[src/rtl/fir_coef_ctrl_if.sv]
// Coefficient-write handshake between the configuration master and fir_coef_ctrl.
interface fir_coef_ctrl_if #(
    parameter int AW = 2
);
    logic          i_cfg_valid;
    logic          o_cfg_ready;
    logic [AW-1:0] i_cfg_addr;
    logic [15:0]   i_cfg_data;

    modport master (
        output i_cfg_valid,
        output i_cfg_addr,
        output i_cfg_data,
        input  o_cfg_ready
    );

    modport slave (
        input  i_cfg_valid,
        input  i_cfg_addr,
        input  i_cfg_data,
        output o_cfg_ready
    );
endinterface

[src/rtl/fir_coef_ctrl.sv]
// Shadow/active FIR coefficient banks with a strobe-aligned swap and an output-valid
// blanking window that covers samples computed with mixed coefficient sets.
module fir_coef_ctrl #(
    parameter int          NTAPS     = 4,
    parameter int          AW        = 2,
    parameter int          FLUSH_CYC = 6,
    parameter logic [15:0] C0        = 16'h001e,
    parameter logic [15:0] C1        = 16'h46b6,
    parameter logic [15:0] C2        = 16'h46b6,
    parameter logic [15:0] C3        = 16'h001e
) (
    input  logic                  clk,
    input  logic                  i_rst,
    fir_coef_ctrl_if.slave        cfg,
    input  logic                  i_commit,
    input  logic                  i_smp_valid,
    output logic [16*NTAPS-1:0]   o_coef,
    output logic                  o_pending,
    output logic                  o_busy,
    output logic                  o_y_valid,
    output logic                  o_cfg_err
);

    typedef enum logic [1:0] {
        S_IDLE  = 2'd0,
        S_LOAD  = 2'd1,
        S_ARMED = 2'd2,
        S_FLUSH = 2'd3
    } state_t;

    localparam int            CW       = (FLUSH_CYC > 1) ? $clog2(FLUSH_CYC) : 1;
    localparam logic [CW-1:0] CNT_LOAD = CW'(FLUSH_CYC - 1);
    localparam logic [AW:0]   NTAPS_W  = (AW + 1)'(NTAPS);

    function automatic logic [15:0] f_reset_coef(input int k);
        logic [15:0] v;
        case (k)
            0:       v = C0;
            1:       v = C1;
            2:       v = C2;
            3:       v = C3;
            default: v = 16'h0000;
        endcase
        return v;
    endfunction

    logic [15:0]   r_shadow [NTAPS];
    logic [15:0]   r_active [NTAPS];
    state_t        r_state;
    state_t        w_next_state;
    logic [CW-1:0] r_cnt;
    logic          r_y_valid;
    logic          r_cfg_err;

    logic          w_ready;
    logic          w_pending;
    logic          w_busy;
    logic          w_wr_fire;
    logic          w_addr_ok;
    logic          w_wr_ok;
    logic          w_swap;

    // Status decode straight from the state register.
    always_comb begin
        w_ready   = 1'b0;
        w_pending = 1'b0;
        w_busy    = 1'b0;
        case (r_state)
            S_IDLE:  w_ready = 1'b1;
            S_LOAD: begin
                w_ready   = 1'b1;
                w_pending = 1'b1;
            end
            S_ARMED: begin
                w_pending = 1'b1;
                w_busy    = 1'b1;
            end
            S_FLUSH: w_busy = 1'b1;
            default: begin
                w_ready   = 1'b0;
                w_pending = 1'b0;
                w_busy    = 1'b0;
            end
        endcase
    end

    assign w_wr_fire = cfg.i_cfg_valid & w_ready;
    assign w_addr_ok = ({1'b0, cfg.i_cfg_addr} < NTAPS_W);
    assign w_wr_ok   = w_wr_fire & w_addr_ok;
    assign w_swap    = (r_state == S_ARMED) & i_smp_valid;

    // Next-state logic; commit wins over a same-cycle write since the write still lands.
    always_comb begin
        w_next_state = r_state;
        case (r_state)
            S_IDLE, S_LOAD: begin
                if (i_commit) begin
                    w_next_state = S_ARMED;
                end else if (w_wr_ok) begin
                    w_next_state = S_LOAD;
                end else begin
                    w_next_state = r_state;
                end
            end
            S_ARMED: begin
                if (i_smp_valid) begin
                    w_next_state = S_FLUSH;
                end else begin
                    w_next_state = S_ARMED;
                end
            end
            S_FLUSH: begin
                if (r_cnt == {CW{1'b0}}) begin
                    w_next_state = S_IDLE;
                end else begin
                    w_next_state = S_FLUSH;
                end
            end
            default: w_next_state = S_IDLE;
        endcase
    end

    // State register.
    always_ff @(posedge clk) begin
        if (i_rst) begin
            r_state <= S_IDLE;
        end else begin
            r_state <= w_next_state;
        end
    end

    // Flush countdown, loaded on the swap edge.
    always_ff @(posedge clk) begin
        if (i_rst) begin
            r_cnt <= {CW{1'b0}};
        end else if (w_swap) begin
            r_cnt <= CNT_LOAD;
        end else if ((r_state == S_FLUSH) && (r_cnt != {CW{1'b0}})) begin
            r_cnt <= r_cnt - {{(CW-1){1'b0}}, 1'b1};
        end else begin
            r_cnt <= r_cnt;
        end
    end

    // Coefficient banks; the shadow survives a swap as the base for the next edit.
    always_ff @(posedge clk) begin
        for (int k = 0; k < NTAPS; k++) begin
            if (i_rst) begin
                r_shadow[k] <= f_reset_coef(k);
                r_active[k] <= f_reset_coef(k);
            end else begin
                if (w_wr_ok && (cfg.i_cfg_addr == AW'(k))) begin
                    r_shadow[k] <= cfg.i_cfg_data;
                end else begin
                    r_shadow[k] <= r_shadow[k];
                end
                if (w_swap) begin
                    r_active[k] <= r_shadow[k];
                end else begin
                    r_active[k] <= r_active[k];
                end
            end
        end
    end

    // Registered flags: output blanking follows the next state, error pulses one cycle.
    always_ff @(posedge clk) begin
        if (i_rst) begin
            r_y_valid <= 1'b0;
            r_cfg_err <= 1'b0;
        end else begin
            r_y_valid <= (w_next_state != S_FLUSH);
            r_cfg_err <= w_wr_fire & ~w_addr_ok;
        end
    end

    for (genvar g = 0; g < NTAPS; g++) begin : g_coef
        assign o_coef[16*g +: 16] = r_active[g];
    end

    assign cfg.o_cfg_ready = w_ready;
    assign o_pending       = w_pending;
    assign o_busy          = w_busy;
    assign o_y_valid       = r_y_valid;
    assign o_cfg_err       = r_cfg_err;

endmodule

[src/flat_wrapper.sv]
// flat-port wrapper written by rule: the top's interface ports become plain ports
module fir_coef_ctrl_flat 
#(
    parameter int          NTAPS     = 4,
    parameter int          AW        = 2,
    parameter int          FLUSH_CYC = 6,
    parameter logic [15:0] C0        = 16'h001e,
    parameter logic [15:0] C1        = 16'h46b6,
    parameter logic [15:0] C2        = 16'h46b6,
    parameter logic [15:0] C3        = 16'h001e
)
  (clk, i_rst, i_commit, i_smp_valid, o_coef, o_pending, o_busy, o_y_valid, o_cfg_err, cfg_i_cfg_valid, cfg_i_cfg_addr, cfg_i_cfg_data, cfg_o_cfg_ready);
  fir_coef_ctrl_if #(.AW(AW)) cfg_i ();
  input  logic clk;
  input  logic i_rst;
  input  logic i_commit;
  input  logic i_smp_valid;
  output logic [16*NTAPS-1:0] o_coef;
  output logic o_pending;
  output logic o_busy;
  output logic o_y_valid;
  output logic o_cfg_err;
  input wire logic [$bits(cfg_i.i_cfg_valid)-1:0] cfg_i_cfg_valid;
  input wire logic [$bits(cfg_i.i_cfg_addr)-1:0] cfg_i_cfg_addr;
  input wire logic [$bits(cfg_i.i_cfg_data)-1:0] cfg_i_cfg_data;
  output wire logic [$bits(cfg_i.o_cfg_ready)-1:0] cfg_o_cfg_ready;
  assign cfg_i.i_cfg_valid = cfg_i_cfg_valid;
  assign cfg_i.i_cfg_addr = cfg_i_cfg_addr;
  assign cfg_i.i_cfg_data = cfg_i_cfg_data;
  assign cfg_o_cfg_ready = cfg_i.o_cfg_ready;
  fir_coef_ctrl #(.NTAPS(NTAPS), .AW(AW), .FLUSH_CYC(FLUSH_CYC), .C0(C0), .C1(C1), .C2(C2), .C3(C3)) u_core (.clk(clk), .i_rst(i_rst), .cfg(cfg_i), .i_commit(i_commit), .i_smp_valid(i_smp_valid), .o_coef(o_coef), .o_pending(o_pending), .o_busy(o_busy), .o_y_valid(o_y_valid), .o_cfg_err(o_cfg_err));
endmodule
[config.mk]
export PLATFORM = sky130hd
export DESIGN_NAME = fir_coef_ctrl_flat
export DESIGN_NICKNAME = d
export VERILOG_FILES = /design/src/rtl/fir_coef_ctrl_if.sv /design/src/rtl/fir_coef_ctrl.sv /design/src/flat_wrapper.sv
export SDC_FILE = /design/constraint.sdc
export NUM_CORES = 1
export LEC_CHECK = 0
export CAP_MARGIN = 15
export CELL_PAD_IN_SITES_DETAIL_PLACEMENT = 0
export CELL_PAD_IN_SITES_GLOBAL_PLACEMENT = 1
export CORE_ASPECT_RATIO = 0.5
export CORE_MARGIN = 8
export CORE_UTILIZATION = 30
export DETAILED_ROUTE_END_ITERATION = 12
export GPL_ROUTABILITY_DRIVEN = 0
export GPL_TIMING_DRIVEN = 0
export HOLD_SLACK_MARGIN = 0.08
export PLACE_DENSITY = 0.7
export SYNTH_ARGS = -nofsm -noshare
export SYNTH_HDL_FRONTEND = slang
export SYNTH_SLANG_ARGS = --single-unit
export TNS_END_PERCENT = 100
[constraint.sdc]
create_clock -name clk -period 3.7 [get_ports clk]
set_clock_uncertainty 0.2 [all_clocks]
set_input_delay 1.11 -clock clk [delete_from_list [all_inputs] [get_ports clk]]
set_output_delay 1.11 -clock clk [all_outputs]
set_load 0.02 [all_outputs]
==> results by group, run 1 <==
Timing
  – Final period utilization: 0.9362
  – Max frequency: 288.7 MHz
  – Final setup viols: 0
  – Final hold vios: 0
  – Worst-Margin Slew: 0.9041 ns
  – RSZ-0062 raised after global routing: no
  – Crit path time final: 3.464 ns
  – Slew margin rel.: 0.3973
  – Final WS setup: 0.2359 ns
  – Hold slack: 0.2961 ns
  – Max-slew violations: 0

Cells and area
  – Final non-filler cell total: 680
  – Share of cells above drive strength 1: 0.1325
  – Area growth syn-to-layout: 35.24%
  – Multi-input gate area: 0.001033 mm^2
  – Final Core Density: 0.4182
  – Antenna cells: 0
  – Register area: 0.003964 mm^2
  – Layout filler cell count: 1502
  – Layout Nets: 469

Synthesis
  – Fraction of the mapped netlist area in simple logic gates: 0.1637
  – Asr flop ratio synth: 0
  – Seq/Total Area, Yosys: 0.7742
  – Synth Cell Area: 0.005120 mm^2
  – Mux cell area share after synthesis: 0.002199
  – Cell with the most instances after synthesis: edfxtp_1
  – Cells after Synth: 331
  – Top cell type by total area after synthesis: edfxtp_1
  – Synth top area cells: edfxtp_1 (75%), and2_1 (5.1%), or3_1 (3.1%)
  – Xor/xnor share of the synthesized area: 0.001711
  – Largest family of logic cells by synthesized area: simple AND/OR/NAND/NOR gates
  – Ys flop type: edfxtp_1
  – Post-Syn Area per Cell: 15.47 um^2
  – Synth warn: 0
  – Number of synthesized flops with an enable pin: 128
  – Unique masters post-synth: 30
  – Post-Synth Adder-Cell Area: 0.01466
  – Yosys reg bits: 134
  – Syn nets: 360
  – Area share of the largest cell type after synthesis: 0.7507
  – Synth Area in Compound Gates: 0.01735
  – Commonest cells in the netlist: edfxtp_1 (128), and2_1 (42), nor2_1 (25), or3_1 (25), or2_2 (21)

Global route
  – Global-route wire length before repair: 17220 um
  – Vias in the first global route: 3003
  – Grt total ovfl: 0
  – Largest net degree at the start of global routing: 67
  – GR Util All Layers: 0.1046
  – Initial antenna violation count: 0

Hold path
  – Hold crit path type: reg2reg
  – Hold path cells: 1

Power
  – Lkg Pwr: 2.370 nW
  – Peak VDD IR: 363.3 uV
  – Total power: 3.852 mW
  – Pwr per Cell Area: 556.3 mW/mm^2

Floorplanning
  – Io pins: 92
  – Die area: 0.02176 mm^2
  – Initial cell density of the core: 0.3092
  – DIE WIDTH: 200.8 um
  – FP Rows: 33
  – Die Height: 108.4 um
  – Core area: 0.01656 mm^2

Setup path
  – Worst R2R Path Depth: 6
  – Crit Path Category: in2reg
  – CP dominant cell by count: clkbuf_1
  – Worst path required time: 3.53 ns
  – Critical path, cell by cell: clkdlybuf4s50_1 > clkbuf_1 > clkbuf_1 > nand2b_1
  – Worst-path maximum fanout: 16
  – Worst path top cell family by delay: buffers and inverters
  – Arr. time, crit path: 3.30 ns
  – Critical path's largest stage delay: 0.78 ns
  – CP Launch Type: primary input
  – Crit end category: flop
  – Slowest CP cell: nand2b_1
  – Critical path buffer and inverter count: 3
  – CP Depth: 4

Clock tree
  – Cts hold-fix bufs: 0
  – Post-CTS Setup Inserts: 0
  – CTS resizes: 0
  – Htree depth: 4
  – TritonCTS buffer count: 17
  – Clock buffer depth: 2
  – Clock Latency Late Sink: 0.41 ns
  – Clock transition at path regs: 0.06 ns
  – CTS Sinks: 134
  – Clk root buf: clkbuf_16
  – CTS tree: done

Placement
  – DP Cell Count: 648
  – Dpl hpwl: 7621 um
  – Worst slack, placed: -0.2053 ns
  – IO buf count: 90

Routing
  – Final WL: 11070 um
  – Routed len/inst: 16.28 um
  – DR iter-0 viols: 132
  – Via count: 2789
  – Detail Route Antenna Nets: 0
  – First drt pass iteration count: 4
  – DR DRC count: 0
  – Via density: 4.101

Run status
  – Status: finished, final reports clean

Run
  – Max-cap check violation count: 0
## metal layers
metal / global-route usage / wire [um] / vias up
met4: 0.04125 / 195 / 0
met5: 0 / 0 / -
met2: 0.1899 / 5824 / 43
met3: 0.03312 / 320 / 19
met1: 0.1150 / 4728 / 1352
li1: - / - / 1375
## state kept, by name (all words and copies together) (netlist names)
register	count
u_core.o_y_valid	1
u_core.r_active	64
u_core.r_cnt	3
u_core.r_shadow	64
u_core.r_state	2
## cells in the final DEF, fill, tap and decap left out
| cell | netlist | final |
|---|---|---|
| ha_1 | 6 | 6 |
| and2_1 | 42 | 42 |
| clkinvlp_4 | 0 | 3 |
| o21ai_1 | 1 | 1 |
| dfxtp_1 | 6 | 6 |
| nor2b_1 | 10 | 10 |
| o22ai_1 | 1 | 1 |
| o21a_1 | 1 | 1 |
| clkinv_4 | 0 | 2 |
| or2_2 | 21 | 21 |
| nand2b_4 | 0 | 1 |
| nor2_1 | 25 | 25 |
| clkbuf_1 | 13 | 13 |
| edfxtp_1 | 128 | 128 |
| a211o_1 | 1 | 1 |
| a31o_2 | 2 | 2 |
| bufinv_16 | 0 | 4 |
| nand3_1 | 1 | 1 |
| buf_2 | 2 | 2 |
| a31oi_1 | 2 | 2 |
| nand2b_1 | 11 | 10 |
| buf_4 | 1 | 1 |
| nor3b_2 | 1 | 1 |
| clkinv_2 | 0 | 3 |
| xnor2_1 | 1 | 1 |
| mux2_2 | 1 | 1 |
| inv_1 | 14 | 14 |
| a21oi_1 | 3 | 3 |
| buf_6 | 1 | 1 |
| o211ai_1 | 1 | 1 |
| or2_1 | 6 | 6 |
| clkdlybuf4s50_1 | 0 | 90 |
| o21ai_2 | 1 | 1 |
| nand2_1 | 2 | 2 |
| clkbuf_16 | 0 | 17 |
| clkinv_1 | 0 | 3 |
| or3_1 | 25 | 25 |
| conb_1 | 1 | 1 |
## stage by stage
stage               area [um^2]  TNS, ns
floorplan                  5120        0
global placement           6305   -99.10
detailed placement         6312   -8.812
CTS                        6924        0
global route               6924        0
finish                     6924        0
## where the power goes
part / internal [mW] / switching [mW]
Sequential: 1.75 / 0.0202
Clock: 1.12 / 0.632
Combinational: 0.135 / 0.195
Total: 3.00 / 0.848
## logic make-up (layout without fill, tap and decap cells)
logic type,count (synthesis),after routing
other cells,1,1
xor+xnor,1,1
mux,1,1
buf+inv,31,153
fa+ha+maj,6,6
flops,134,134
compound gates,13,13
simple gates,144,144
## worst reg2reg max path: cells and delay by family (launching register included)
kind / cells / cell delay [ns]
compound gates: 1 / 0.10
fa+ha+maj: 1 / 0.21
buf+inv: 2 / 0.28
flops: 1 / 0.33
simple gates: 2 / 0.92
## area by class of cell
type                       count  area share
buffer                        17     0.01120
clock buffer                  17     0.06144
clock inverter                15     0.02692
inverter                      14    0.007589
multi-input combinational    166      0.1493
sequential                   134      0.5725
tap                          227     0.04102
timing repair buffer          90      0.1301
## path summary, 6_finish.rpt
| path | to | slack [ns] | start |
|---|---|---|---|
| min reg2reg | u_core.r_active[1][1] | 0.30 | u_core.r_shadow[2][1] |
| min | u_core.r_active[1][1] | 0.30 | u_core.r_shadow[2][1] |
| max | u_core.r_shadow[0][14] | 0.24 | i_rst |
| max reg2reg | u_core.r_shadow[1][15] | 1.28 | u_core.r_state[0] |
(Power assumes the default switching activity.)
==> run 2: changes to the inputs <==
--- a/config.mk
+++ b/config.mk
@@ -5,17 +5,17 @@
 export SDC_FILE = /design/constraint.sdc
 export NUM_CORES = 1
 export LEC_CHECK = 0
-export CAP_MARGIN = 15
 export CELL_PAD_IN_SITES_DETAIL_PLACEMENT = 0
 export CELL_PAD_IN_SITES_GLOBAL_PLACEMENT = 1
 export CORE_ASPECT_RATIO = 0.5
 export CORE_MARGIN = 8
 export CORE_UTILIZATION = 30
 export DETAILED_ROUTE_END_ITERATION = 12
+export DONT_BUFFER_PORTS = 1
 export GPL_ROUTABILITY_DRIVEN = 0
 export GPL_TIMING_DRIVEN = 0
 export HOLD_SLACK_MARGIN = 0.08
-export PLACE_DENSITY = 0.7
+export PLACE_DENSITY = 0.61
 export SYNTH_ARGS = -nofsm -noshare
 export SYNTH_HDL_FRONTEND = slang
 export SYNTH_SLANG_ARGS = --single-unit
==> run 2 against run 1 <==
Via count fell by 11%. Clock power hardly changed. Setup slack better by 0.61 ns. Highest routed layer unchanged.
==> results by group, run 2 (same netlist as run 1, synthesis figures left out) <==
Power
  – Total internal power: 2.907 mW
  – Sw Share: 0.2294
  – Power share of the sequential group: 0.485
  – NetSw: 865.1 uW
  – Lkg Pwr: 2.023 nW
  – Clock power frac: 0.471
  – Comb pwr share: 0.044
  – Peak VDD IR: 293.3 uV
  – Pwr per Cell Area: 625.4 mW/mm^2

Timing
  – Hold slack: 0.2986 ns
  – Slew margin rel.: 0.3758
  – Final setup viols: 0
  – Worst-Margin Slew: 0.9358 ns
  – Final hold vios: 0
  – Final period utilization: 0.7711
  – RSZ-0062 raised after global routing: no
  – Crit path time final: 2.853 ns
  – Max frequency: 350.5 MHz
  – Max-slew violations: 0

Clock tree
  – CTS resizes: 0
  – CTS Sinks: 134
  – Clock Latency Late Sink: 0.41 ns
  – Clock buffer depth: 2
  – Post-CTS Setup Inserts: 0
  – CTS tree: done
  – Cts hold-fix bufs: 0
  – Htree depth: 4
  – Clock transition at path regs: 0.06 ns
  – TritonCTS buffer count: 17
  – Clk root buf: clkbuf_16

Hold path
  – Hold crit path type: reg2reg
  – Worst Hold Launch: u_core.r_shadow[2][7]
  – Hold EP: u_core.r_active[1][7]
  – Hold path cells: 1

Setup path
  – CP Launch Type: primary input
  – Worst R2R Path Depth: 6
  – CP startpoint: i_rst
  – Worst-path maximum fanout: 16
  – Slowest CP cell: nand2b_1
  – Crit Path Category: in2reg
  – Reg2reg setup slack: 1.18 ns
  – Critical path's largest stage delay: 0.75 ns
  – Arr. time, crit path: 2.69 ns
  – Crit end category: flop
  – Reg-to-reg critical path startpoint: u_core.r_state[0]
  – FF-to-FF End: u_core.o_y_valid
  – Worst path required time: 3.53 ns
  – CP dominant cell by count: clkbuf_1
  – Critical path, cell by cell: clkbuf_1 > clkbuf_1 > nand2b_1

Cells and area
  – Most frequent cells in the layout: edfxtp_1 (128), and2_1 (42), or3_1 (25), nor2_1 (25), or2_2 (21)
  – Antenna cells: 0
  – Area growth syn-to-layout: 17.79%
  – Share of cells above drive strength 1: 0.1708
  – Design area: 0.006031 mm^2
  – Final Core Density: 0.3642
  – Most common cell after layout, fill and taps aside: edfxtp_1
  – Layout Nets: 379
  – Biggest regs: u_core.r_active x64, u_core.r_shadow x64, u_core.r_cnt x3

Routing
  – DR iter-0 viols: 151
  – Via count: 2477
  – First drt pass iteration count: 4
  – Detail Route Antenna Nets: 0
  – Final WL: 11020 um
  – Routed len/inst: 18.67 um
  – Via density: 4.198
  – DR DRC count: 0

Placement
  – IO buf count: 0
  – Dpl hpwl: 7570 um
  – Area after DPL: 0.005411 mm^2

Floorplanning
  – Initial cell density of the core: 0.3092
  – Die area: 0.02176 mm^2
  – Core area: 0.01656 mm^2
  – Die Height: 108.4 um
  – DIE WIDTH: 200.8 um
  – FP Rows: 33
  – Io pins: 92

Global route
  – Vias in the first global route: 2503
  – Largest net degree at the start of global routing: 67
  – Grt total ovfl: 0
  – GR Util All Layers: 0.1048
  – Initial antenna violation count: 0
  – Global-route wire length before repair: 16330 um

Run
  – Max-cap check violation count: 0

Run status
  – Status: finished, final reports clean
run 2: cell types whose count changed in the layout (fill, tap and decap cells not counted):
cell | previous run | this run
clkinvlp_4 | 3 | 2
clkinv_4 | 2 | 1
clkbuf_1 | 13 | 14
bufinv_16 | 4 | 3
clkdlybuf4s50_1 | 90 | 0
clkinv_2 | 3 | 1
clkbuf_8 | 0 | 2
inv_6 | 0 | 5
clkinv_1 | 3 | 0
run 2: worst max-delay path by stage:
| stage | end | slack [ns] |
|---|---|---|
| final | u_core.r_shadow[0][0] | 0.85 |
| after global routing | u_core.r_shadow[0][0] | 0.72 |
| after CTS | u_core.r_shadow[1][11] | 0.85 |
| after detailed placement | u_core.r_shadow[0][8] | 0.41 |
| after global placement | u_core.o_y_valid | -1.01 |
| after floorplan | u_core.r_active[0][0] | 0.10 |
run 2: metal layers:
layer | wire length, um | vias up | track usage
met5 | 0 | - | 0
met4 | 161 | 0 | 0.04386
met3 | 898 | 13 | 0.05222
met2 | 5441 | 59 | 0.1742
met1 | 4514 | 1206 | 0.1150
li1 | - | 1199 | -
run 2: area by class of cell:
| cell class | count | area [um^2] |
|---|---|---|
| fillers | 1539 | 10530 |
| clock buffers | 20 | 456.7 |
| multi-input cells | 166 | 1033 |
| inverters | 14 | 52.55 |
| clock inverters | 12 | 162.7 |
| well taps | 227 | 284.0 |
| plain buffers | 17 | 77.57 |
| flip-flops and latches | 134 | 3964 |
run 2: metrics by stage:
| stage | std cells | total power, mW | setup slack [ns] | TNS, ns |
|---|---|---|---|---|
| after floorplan | 331 | 1.971 | 0.1043 | 0 |
| after global placement | 558 | 2.036 | -1.013 | -59.06 |
| after detailed placement | 558 | 2.036 | 0.4146 | 0 |
| after CTS | 590 | 3.804 | 0.8515 | 0 |
| after global routing | 590 | 3.890 | 0.7242 | 0 |
| final | 590 | 3.772 | 0.8468 | 0 |
run 2: power by group through the flow:
stage | Combinational (mW) | Clock [mW] | Sequential [mW]
2_1_floorplan | 0.117 | 0 | 1.85
3_3_place_gp | 0.165 | 0 | 1.87
3_5_place_dp | 0.168 | 0 | 1.87
4_1_cts | 0.169 | 1.80 | 1.84
5_1_grt | 0.186 | 1.86 | 1.84
6_report | 0.165 | 1.78 | 1.83
run 2: critical path, delay by kind of cell:
kind          cells  cell delay (ns)
buf+inv           2             0.81
simple gates      1             0.75
==> run 3: changes to the inputs <==
--- a/config.mk
+++ b/config.mk
@@ -15,7 +15,7 @@
 export GPL_ROUTABILITY_DRIVEN = 0
 export GPL_TIMING_DRIVEN = 0
 export HOLD_SLACK_MARGIN = 0.08
-export PLACE_DENSITY = 0.61
+export PLACE_DENSITY = 0.59
 export SYNTH_ARGS = -nofsm -noshare
 export SYNTH_HDL_FRONTEND = slang
 export SYNTH_SLANG_ARGS = --single-unit
==> constraint.sdc (replaced) <==
create_clock -name clk -period 2.85 [get_ports clk]
set_clock_uncertainty 0.2 [all_clocks]
set_input_delay 0.855 -clock clk [delete_from_list [all_inputs] [get_ports clk]]
set_output_delay 0.855 -clock clk [all_outputs]
set_load 0.02 [all_outputs]
==> run 3 against run 2 <==
Combinational power up 28%. Critical path depth unchanged. Final cell count unchanged. Flip-flop and latch count unchanged. Register-to-register slack worse by 0.83 ns. Sequential power up 30%. First-iteration DRC count down 11%. Global-route usage down 0.38 points. Non-clock buffer count unchanged. Clock-buffer cell count down 1. Critical path type unchanged. Largest cell class unchanged.
==> results by group, run 3 (same netlist as run 1, synthesis figures left out) <==
Timing
  – Final hold vios: 0
  – Crit path time final: 2.583 ns
  – Final WS setup: 0.2667 ns
  – Final period utilization: 0.9064
  – Max frequency: 387.1 MHz
  – Slew margin rel.: 0.3936
  – Max-slew violations: 0
  – Worst-Margin Slew: 0.9090 ns
  – Setup TNS: 0 ns
  – Final setup viols: 0
  – RSZ-0062 raised after global routing: no

Setup path
  – Slowest CP cell: nand2b_1
  – Crit end category: flop
  – Arr. time, crit path: 2.41 ns
  – CP dominant cell by count: clkbuf_1
  – CP Launch Type: primary input
  – Crit Path Category: in2reg
  – Critical path's largest stage delay: 0.74 ns
  – Worst-path maximum fanout: 16
  – Worst path required time: 2.68 ns
  – Critical path, cell by cell: clkbuf_1 > clkbuf_1 > nand2b_1

Power
  – Pwr per Cell Area: 795.0 mW/mm^2
  – Total power: 4.770 mW
  – Lkg Pwr: 1.997 nW
  – Peak VDD IR: 365.1 uV

Routing
  – First drt pass iteration count: 4
  – DR iter-0 viols: 135
  – Via count: 2478
  – Via density: 4.200
  – DR DRC count: 0
  – Detail Route Antenna Nets: 0
  – Routed len/inst: 18.39 um
  – Final WL: 10850 um

Floorplanning
  – Core area: 0.01656 mm^2
  – Die area: 0.02176 mm^2
  – DIE WIDTH: 200.8 um
  – FP Rows: 33
  – Die Height: 108.4 um
  – Initial cell density of the core: 0.3092
  – Io pins: 92

Global route
  – Vias in the first global route: 2475
  – Global-route wire length before repair: 15830 um
  – GR Util All Layers: 0.1011
  – Initial antenna violation count: 0
  – Grt met1 use: 0.1092
  – Largest net degree at the start of global routing: 67
  – Grt total ovfl: 0
  – GRT busiest layer: met2
  – Met2 track demand over resource: 0.1742
  – Met3 usage: 0.04715

Clock tree
  – Clk root buf: clkbuf_16
  – TritonCTS buffer count: 17
  – Htree depth: 4
  – Clock Latency Late Sink: 0.41 ns
  – CTS Sinks: 134
  – CTS tree: done
  – Clock transition at path regs: 0.06 ns
  – Cts hold-fix bufs: 0
  – CTS resizes: 0
  – Post-CTS Setup Inserts: 0
  – Clock buffer depth: 2

Placement
  – Dpl hpwl: 7559 um
  – IO buf count: 0
  – Worst slack, placed: -0.1984 ns

Cells and area
  – Area growth syn-to-layout: 17.20%
  – Biggest regs: u_core.r_active x64, u_core.r_shadow x64, u_core.r_cnt x3
  – Share of cells above drive strength 1: 0.1708
  – Layout Nets: 379
  – Antenna cells: 0
  – Most common cell after layout, fill and taps aside: edfxtp_1
  – Most frequent cells in the layout: edfxtp_1 (128), and2_1 (42), or3_1 (25), nor2_1 (25), or2_2 (21)

Hold path
  – Hold crit path type: reg2reg

Run status
  – Status: finished, final reports clean

Run
  – Max-cap check violation count: 0
run 3: final cells by class:
type / instances / area (um^2)
Tap cell: 227 / 284.0
Buffer: 17 / 77.57
Sequential cell: 134 / 3964
Fill cell: 1552 / 10560
Inverter: 14 / 52.55
Clock buffer: 19 / 442.9
Clock inverter: 13 / 146.4
Multi-Input combinational cell: 166 / 1033
run 3: worst max-delay path: cells and delay by family:
| family | cells | cell delay (ns) |
|---|---|---|
| buf+inv | 2 | 0.80 |
| simple gates | 1 | 0.74 |
run 3: path summary, 6_finish.rpt:
check / from / to / slack (ns) / cells after the start
max: i_rst / u_core.r_shadow[1][12] / 0.27 / 3
min reg2reg: u_core.r_shadow[2][1] / u_core.r_active[1][1] / 0.30 / 1
max reg2reg: u_core.r_state[0] / u_core.o_y_valid / 0.35 / 6
min: u_core.r_shadow[2][1] / u_core.r_active[1][1] / 0.30 / 1
run 3: per-stage QoR:
step	area, um^2	cells	hold WS (ns)	utilization
2_1_floorplan	5122	331	0.2787	-
3_3_place_gp	5406	558	0.2817	0.3265
6_report	6001	590	0.2967	0.3624
5_1_grt	6001	590	0.3075	0.3624
3_5_place_dp	5411	558	0.2843	0.3268
4_1_cts	6001	590	0.2979	0.3624
run 3: metal layers:
| layer | part of all wire | routed length [um] |
|---|---|---|
| met5 | 0 | 0 |
| met1 | 0.41 | 4414 |
| met2 | 0.51 | 5527 |
| met3 | 0.075 | 812 |
| met4 | 0.0088 | 95 |
run 3: power breakdown:
part           switching [mW]  internal [mW]  total, mW
Combinational           0.154         0.0576      0.212
Clock                   0.861           1.32       2.18
Sequential             0.0994           2.28       2.38
Total                    1.11           3.66       4.77
